## config.mk

```make
export PLATFORM = sky130hd
export DESIGN_NAME = vga_bounce_box
export DESIGN_NICKNAME = d
export VERILOG_FILES = /design/src/rtl/vga_bounce_box.sv
export SDC_FILE = /design/constraint.sdc
export NUM_CORES = 1
export LEC_CHECK = 0
export CAP_MARGIN = 25
export CORE_UTILIZATION = 25
export CTS_CLUSTER_SIZE = 24
export DETAILED_ROUTE_END_ITERATION = 12
export PLACE_DENSITY = 0.56
export SLEW_MARGIN = 20
export SYNTH_ARGS = -nofsm -noshare
export SYNTH_HDL_FRONTEND = slang
export SYNTH_SLANG_ARGS = --single-unit
```

## constraint.sdc

```tcl
create_clock -name clk -period 9.1 [get_ports clk]
set_clock_uncertainty 0.15 [all_clocks]
set_input_delay 0.91 -clock clk [delete_from_list [all_inputs] [get_ports clk]]
set_output_delay 0.91 -clock clk [all_outputs]
set_load 0.02 [all_outputs]
```

## src/rtl/vga_bounce_box.sv

```systemverilog
// Pixel stage behind the VGA timing generator: draws a bordered background and a
// square box that moves one step per frame and bounces off the active-area edges.
module vga_bounce_box #(
  parameter int          H_BITS     = 10,
  parameter int          V_BITS     = 8,
  parameter int          H_ACTIVE   = 400,
  parameter int          V_ACTIVE   = 200,
  parameter int          BOX        = 16,
  parameter int          STEP       = 2,
  parameter logic [11:0] BOX_RGB    = 12'hF80,
  parameter logic [11:0] BORDER_RGB = 12'hFFF,
  parameter logic [11:0] BG_RGB     = 12'h008
) (
  input  logic              clk,
  input  logic              rst,
  input  logic              disp_ena,
  input  logic [H_BITS-1:0] col,
  input  logic [V_BITS-1:0] row,
  input  logic              run,
  output logic [11:0]       rgb,
  output logic              pix_valid,
  output logic              frame_tick,
  output logic [H_BITS-1:0] box_x,
  output logic [V_BITS-1:0] box_y,
  output logic [7:0]        bounce_cnt
);

  typedef enum logic {DIR_POS = 1'b0, DIR_NEG = 1'b1} dir_e;

  localparam logic [H_BITS:0]   X_MAX  = (H_BITS+1)'(H_ACTIVE - BOX);
  localparam logic [H_BITS:0]   X_STEP = (H_BITS+1)'(STEP);
  localparam logic [H_BITS:0]   X_BOX  = (H_BITS+1)'(BOX);
  localparam logic [H_BITS-1:0] H_LAST = H_BITS'(H_ACTIVE - 1);
  localparam logic [V_BITS:0]   Y_MAX  = (V_BITS+1)'(V_ACTIVE - BOX);
  localparam logic [V_BITS:0]   Y_STEP = (V_BITS+1)'(STEP);
  localparam logic [V_BITS:0]   Y_BOX  = (V_BITS+1)'(BOX);
  localparam logic [V_BITS-1:0] V_LAST = V_BITS'(V_ACTIVE - 1);

  logic [11:0]       rgb_q, rgb_d;
  logic              pix_valid_q, pix_valid_d;
  logic              frame_tick_q, frame_tick_d;
  logic [H_BITS-1:0] box_x_q, box_x_d;
  logic [V_BITS-1:0] box_y_q, box_y_d;
  dir_e              dx_q, dx_d, dy_q, dy_d;
  logic [7:0]        bounce_cnt_q, bounce_cnt_d;

  logic              in_box, on_border, last_px, flip_x, flip_y;
  logic [H_BITS:0]   x_sum;
  logic [V_BITS:0]   y_sum;

  // Box bounds are compared one bit wider so box_x+BOX never wraps.
  always_comb begin
    in_box    = ({1'b0, col} >= {1'b0, box_x_q}) && ({1'b0, col} < ({1'b0, box_x_q} + X_BOX)) &&
                ({1'b0, row} >= {1'b0, box_y_q}) && ({1'b0, row} < ({1'b0, box_y_q} + Y_BOX));
    on_border = (col == '0) || (col == H_LAST) || (row == '0) || (row == V_LAST);
    last_px   = disp_ena && (col == H_LAST) && (row == V_LAST);
  end

  // NOTE: every output of this block is given a default first so no latch is inferred.
  always_comb begin
    pix_valid_d  = disp_ena;
    frame_tick_d = last_px;
    rgb_d        = '0;
    if (disp_ena) begin
      if (in_box)         rgb_d = BOX_RGB;
      else if (on_border) rgb_d = BORDER_RGB;
      else                rgb_d = BG_RGB;
    end

    x_sum   = {1'b0, box_x_q} + X_STEP;
    y_sum   = {1'b0, box_y_q} + Y_STEP;
    box_x_d = box_x_q;
    box_y_d = box_y_q;
    dx_d    = dx_q;
    dy_d    = dy_q;
    flip_x  = 1'b0;
    flip_y  = 1'b0;

    // Moves only on the last visible pixel, so the new position lands in blanking.
    if (last_px && run) begin
      if (dx_q == DIR_POS) begin
        if (x_sum >= X_MAX) begin
          box_x_d = X_MAX[H_BITS-1:0];
          dx_d    = DIR_NEG;
          flip_x  = 1'b1;
        end else begin
          box_x_d = x_sum[H_BITS-1:0];
        end
      end else if ({1'b0, box_x_q} <= X_STEP) begin
        box_x_d = '0;
        dx_d    = DIR_POS;
        flip_x  = 1'b1;
      end else begin
        box_x_d = box_x_q - X_STEP[H_BITS-1:0];
      end

      if (dy_q == DIR_POS) begin
        if (y_sum >= Y_MAX) begin
          box_y_d = Y_MAX[V_BITS-1:0];
          dy_d    = DIR_NEG;
          flip_y  = 1'b1;
        end else begin
          box_y_d = y_sum[V_BITS-1:0];
        end
      end else if ({1'b0, box_y_q} <= Y_STEP) begin
        box_y_d = '0;
        dy_d    = DIR_POS;
        flip_y  = 1'b1;
      end else begin
        box_y_d = box_y_q - Y_STEP[V_BITS-1:0];
      end
    end

    bounce_cnt_d = bounce_cnt_q + 8'(flip_x) + 8'(flip_y);
  end

  // NOTE: state updates use non-blocking assignments so all flops sample the same pre-edge values.
  always_ff @(posedge clk or posedge rst) begin
    if (rst) begin
      rgb_q        <= '0;
      pix_valid_q  <= 1'b0;
      frame_tick_q <= 1'b0;
      box_x_q      <= '0;
      box_y_q      <= '0;
      dx_q         <= DIR_POS;
      dy_q         <= DIR_POS;
      bounce_cnt_q <= '0;
    end else begin
      rgb_q        <= rgb_d;
      pix_valid_q  <= pix_valid_d;
      frame_tick_q <= frame_tick_d;
      box_x_q      <= box_x_d;
      box_y_q      <= box_y_d;
      dx_q         <= dx_d;
      dy_q         <= dy_d;
      bounce_cnt_q <= bounce_cnt_d;
    end
  end

  assign rgb        = rgb_q;
  assign pix_valid  = pix_valid_q;
  assign frame_tick = frame_tick_q;
  assign box_x      = box_x_q;
  assign box_y      = box_y_q;
  assign bounce_cnt = bounce_cnt_q;

endmodule

```

## Word level (Yosys, flattened, before mapping)

Index checks and enable logic that the tools add are counted.
W data, S select, Z words.

- Eq/ne operators: 2
- Add/sub/neg operators: 8
- Reductions and logical operators: 11
- Muxes and demuxes: 21
- Magnitude comparators: 8

Operators with widths:

| operator | number |
|---|---|
| $mux W12 | 3 |
| $mux W10 | 3 |
| $mux W8 | 3 |
| $add A8 B1 Y8 | 2 |
| $mux W1 | 12 |
| $add A10 B2 Y11 const B | 1 |
| $add A10 B5 Y11 const B | 1 |
| $ge A11 B9 Y1 const B | 1 |
| $lt A10 B11 Y1 | 1 |
| $eq A10 B9 Y1 const B | 1 |
| $ge A10 B10 Y1 | 1 |
| $le A10 B2 Y1 const B | 1 |
| $logic_not A10 Y1 | 1 |
| $sub A10 B2 Y10 const B | 1 |
| $add A8 B2 Y9 const B | 1 |
| $add A8 B5 Y9 const B | 1 |
| $ge A9 B8 Y1 const B | 1 |
| $lt A8 B9 Y1 | 1 |
| $eq A8 B8 Y1 const B | 1 |
| $ge A8 B8 Y1 | 1 |
| $le A8 B2 Y1 const B | 1 |
| $logic_not A8 Y1 | 1 |
| $sub A8 B2 Y8 const B | 1 |
| $logic_and A1 B1 Y1 | 6 |
| $logic_or A1 B1 Y1 | 3 |

- Word-level logic and storage cells: 58
- Input bits: 22
- Register bits after elaboration: 42

## Longest topological paths before layout

- Depth in word-level cells: 7
- Gate-level depth with buffers: 14
- Depth with buffers taken out: 12

## Worst setup path after synthesis

No wires, ideal clock.

- Path type: register to register
- Start: reg box_y_q[4] (netlist: box_y[4])
- End: reg bounce_cnt_q[6] (netlist: bounce_cnt[6])
- Setup time: 0.129 ns
- Period minus slack after synthesis: 3.326 ns
- Arrival time: 3.046 ns
- Stages on the path, launching flop included: 15
- Path buffers: 2
- Data required time: 8.821 ns
- Setup slack: 5.774 ns
- Path through: dfrtp_1 > buf_2 > inv_1 > ha_1 > nor4b_2 > o31ai_1 > and2_1 > buf_2 > a21oi_1 > and2_1 > fa_1 > ha_1 > and3_1 > nand3_1 > xnor2_1

- Cells in the longest elaborated chain, start to end: 6
- Elaborated cells between the ends (all ways): 8

Ends and longest elaborated chain:

| element | line | text |
|---|---|---|
| start: declaration | 43 | `logic [V_BITS-1:0] box_y_q, box_y_d;` |
| start signal: assignment | 133 | `box_y_q <= box_y_d;` |
| $add A8 B2 Y9 | 71 | `y_sum = {1'b0, box_y_q} + Y_STEP;` |
| $ge A9 B8 Y1 | 98 | `if (y_sum >= Y_MAX) begin` |
| $mux W1 | 98 |  |
| $mux W1 (*) | 97 | `if (dy_q == DIR_POS) begin` |
| $mux W1 (*) | 80 | `if (last_px && run) begin` |
| $add A8 B1 Y8 (*) | 114 | `bounce_cnt_d = bounce_cnt_q + 8'(flip_x) + 8'(flip_y);` |
| net bounce_cnt_d[6] | 45 | `logic [7:0] bounce_cnt_q, bounce_cnt_d;` |
| end signal: assignment | 136 | `bounce_cnt_q <= bounce_cnt_d;` |
| end: declaration | 45 |  |

The timed path passes the listed nets; every way through them passes the cells marked *.
A chain may end at the register's enable or synchronous reset.

## Worst setup path in the final report

- Start: in col[4]
- End: reg bounce_cnt_q[7] (netlist: bounce_cnt[7])

- Cells in the longest elaborated chain, start to end: 7
- Elaborated cells between the ends (all ways): 8

Ends and longest elaborated chain:

| element | line | text |
|---|---|---|
| start: declaration | 17 | `input logic [H_BITS-1:0] col,` |
| $eq A10 B9 Y1 (*) | 56 | `last_px = disp_ena && (col == H_LAST) && (row == V_LAST);` |
| $logic_and A1 B1 Y1 (*) (2 in a row) | 56 |  |
| $logic_and A1 B1 Y1 (*) | 80 |  |
| $mux W1 | 80 |  |
| $add A8 B1 Y8 | 114 |  |
| $add A8 B1 Y8 (*) | 114 |  |
| net bounce_cnt_d[7] | 45 |  |

Marks and branches as above.

==> metrics.md <==
| Metric | Value |
|---|---|
| Vias/cell | `5.24` |
| WL/cell | `16.2 um` |
| Outcome | `completed` |
| HPWL after DPL | `6790 um` |
| Most numerous cell on the critical path | `and3_1` |
| First-pass GRT wire length | `14500 um` |
| CTS H-tree lvls | `2` |
| Leak | `1.63 nW` |
| Reg2Reg Depth | `12` |
| Drc violations | `0` |
| Period minus WS final | `3910 ps` |
| RR Endpoint | `bounce_cnt[6]` |
| WL final | `8930 um` |
| Required @ worst endpoint | `9110 ps` |
| CP Launch Type | `primary input` |
| Cts hold-fix bufs | `0` |
| Final setup viols | `0` |
| Worst Setup End Kind | `flip-flop` |
| Crit. path cell count | `10` |
| Post-Syn Instances | `359` |
| Max-cap violations | `0` |
| Adder-cell share of the synthesized area | `16.6%` |
| CTS Buffer Depth | `2` |
| Area Overhead vs Synth | `25.6%` |
| Crit path buffers/inverters | `1` |
| Synthesized area | `3060 um2` |
| WP data arrival | `3930 ps` |
| Grt met3 use | `3.56%` |
| CP Launch Point | `col[4]` |
| Simple-gate share of the synthesized area | `22.5%` |
| Critical R2R Launch | `box_y[4]` |
| Worst-path cell chain | `clkdlybuf4s50_1 > nor4_1 > and3_1 > and3_1 > and2_1 > fa_1 > and3_1 > nand3_1 > or2_2 > xnor2_1` |
| Most common flop cell mapped by yosys | `dfrtp_1` |
| Worst setup path endpoint | `bounce_cnt[7]` |
| Max Freq | `256 MHz` |
| Die area | `12700 um2` |
| Most Crowded Layer GR | `met2` |
| Worst-Margin Slew | `579 ps` |
| Seq cells post-synth | `31` |
| Max-slew violation count | `0` |
| M1 GR Usage | `18.9%` |
| Hold crit path type | `flip-flop to flip-flop` |
| Nets@finish | `465` |
| Worst hold start | `bounce_cnt[7]` |
| TritonRoute pass-1 iters | `4` |
| Synthesis warning total | `0` |
| CP delay by family, top | `simple AND/OR/NAND/NOR gates` |
| Total GRT Usage | `14.5%` |
| Top-count cell post-synth | `ha_1` |
| CTS root buf | `clkbuf_16` |
| Worst R2R Setup Slack | `5250 ps` |
| Dominant cell type by area after synthesis | `dfrtp_1` |
| Power Dens Cells | `87.4 nW/um2` |
| Synth top area share | `25.4%` |
| Period utilisation layout | `43.0%` |
| Total power | `336 uW` |
| Max incr delay on CP | `570 ps` |
| Clock transition at the registers of the reported paths | `50 ps` |
| Routability Congestion | `0.877` |
| Seq/Total Area, Yosys | `25.4%` |
| CTS buffer count | `5` |
| Relative slew slack | `61.0%` |
| Number of flops mapped to enable cells by yosys | `0` |
| RSZ-0062 raised after global routing | `false` |
| Mapped Avg Cell Area | `8.52 um2` |
| Critical path class | `primary input to flip-flop` |
| Grt total ovfl | `0` |
| Setup Buffers After CTS | `0` |
| Post-synthesis xor/xnor area fraction | `4.30%` |
| Initial antenna violation count | `0` |
| Final Hold Viols | `0` |
| DRT iter0 DRCs | `191` |
| Pin count of the biggest net entering global routing | `32` |
| Die height | `113 um` |
| Multiplexer area fraction after synthesis | `0.655%` |
| Sum of negative setup slack | `0 ps` |
| Crit-path max FO | `14` |
| Post-CTS sizing | `0` |
| Combinational family with the most area after synthesis | `compound AO/OA/AOI/OAI gates` |
| Crit path max-delay cell type | `nor4_1` |
| Vias in the first global route | `2849` |
| Antenna-violating nets left | `0` |
| Top cells by area, synth | `dfrtp_1 (25%), ha_1 (16%), xnor2_1 (3.7%)` |
| Synth async-reset ratio | `100%` |
| Diode count | `0` |
| Synth Area in Compound Gates | `22.9%` |
| Core ar. | `12000 um2` |
| CTS Sinks | `31` |
| Via count | `2885` |
| Initial Utilization | `25.6%` |
| Maximum VDD drop | `0.0512 mV` |
| Die width | `113 um` |
| Share of layout cells above drive strength 1 | `5.69%` |
| Io pins | `62` |
| IO Port Bufs | `59` |
| Core Rows | `40` |
| Later-pin clock latency in the skew report | `280 ps` |
| Met2 usage | `23.8%` |
| Distinct cells, synth | `61` |
| Commonest cells in the netlist | `ha_1 (39), dfrtp_1 (31), nand2_1 (27), inv_1 (22), o21ai_0 (22)` |
| CTS tree | `yes` |
==> cell usage in the layout (no fill, tap or decap), types with 3 or more instances in the layout <==
| cell type | n |
|---|---|
| a211o_1 | 3 |
| a211oi_1 | 4 |
| a21o_1 | 4 |
| a21oi_1 | 18 |
| a22oi_1 | 3 |
| a31oi_1 | 5 |
| and2_1 | 6 |
| and3_1 | 8 |
| and4_1 | 3 |
| clkbuf_16 | 5 |
| clkdlybuf4s50_1 | 59 |
| dfrtp_1 | 31 |
| ha_1 | 39 |
| inv_1 | 22 |
| nand2_1 | 27 |
| nand3_1 | 16 |
| nand4_1 | 8 |
| nor2_1 | 16 |
| nor2b_1 | 5 |
| nor3_1 | 11 |
| nor4_1 | 4 |
| o2111ai_1 | 3 |
| o211ai_1 | 4 |
| o21a_1 | 5 |
| o21ai_0 | 22 |
| o22ai_1 | 4 |
| o31ai_1 | 9 |
| or3_1 | 3 |
| xnor2_1 | 13 |
==> layout make-up <==
type / count / area [um2]
inverter: 23 / 86.3
sequential: 31 / 776
clock buffer: 6 / 129
multi-input combinational: 282 / 2050
clock inverter: 2 / 12.5
timing repair buffer: 60 / 598
tap: 147 / 184
fill: 1219 / 8120
==> routing by layer <==
layer | wire length (um) | vias to the layer above
li1 | - | 1418
met1 | 4110 | 1370
met2 | 4230 | 92
met3 | 554 | 5
met4 | 39 | 0
met5 | 0 | -
==> registers in the layout (all words and copies together), names as in the netlist <==
name	count
box_x	9
bounce_cnt	8
box_y	7
rgb	3
dx_q	1
dy_q	1
frame_tick	1
pix_valid	1
==> through the flow <==
step | worst slack, ps | instance area, um2 | hold slack [ps] | instances | util (%)
floorplan | 5770 | 3060 | 431 | 360 | -
global placement | 5010 | 3700 | 326 | 543 | 30.9
detailed placement | 4900 | 3700 | 331 | 543 | 30.9
CTS | 5190 | 3840 | 338 | 551 | 32.1
global route | 4970 | 3840 | 352 | 551 | 32.1
finish | 5190 | 3840 | 333 | 551 | 32.1
==> where the power goes <==
part	internal, mW	total, mW	switching, mW
clock	0.101	0.161	0.0600
sequential	0.139	0.139	0.000295
combinational	0.0177	0.0359	0.0182
==> kinds of logic after synthesis <==
kind of cell,count (synthesis)
AO/OA/AOI/OAI,101
XOR/XNOR,15
adder cells (fa/ha/maj),40
buffers and inverters,47
flip-flops,31
multiplexers,2
other,1
AND/OR/NAND/NOR,122
==> worst min path at each step <==
stage,end,cells past startpoint
4_1_cts,bounce_cnt[7],1
3_5_place_dp,bounce_cnt[7],1
5_1_grt,bounce_cnt[7],1
2_1_floorplan,bounce_cnt[7],1
3_3_place_gp,bounce_cnt[7],1
6_report,bounce_cnt[7],1
Note: power is estimated with default switching activity, not from simulation.
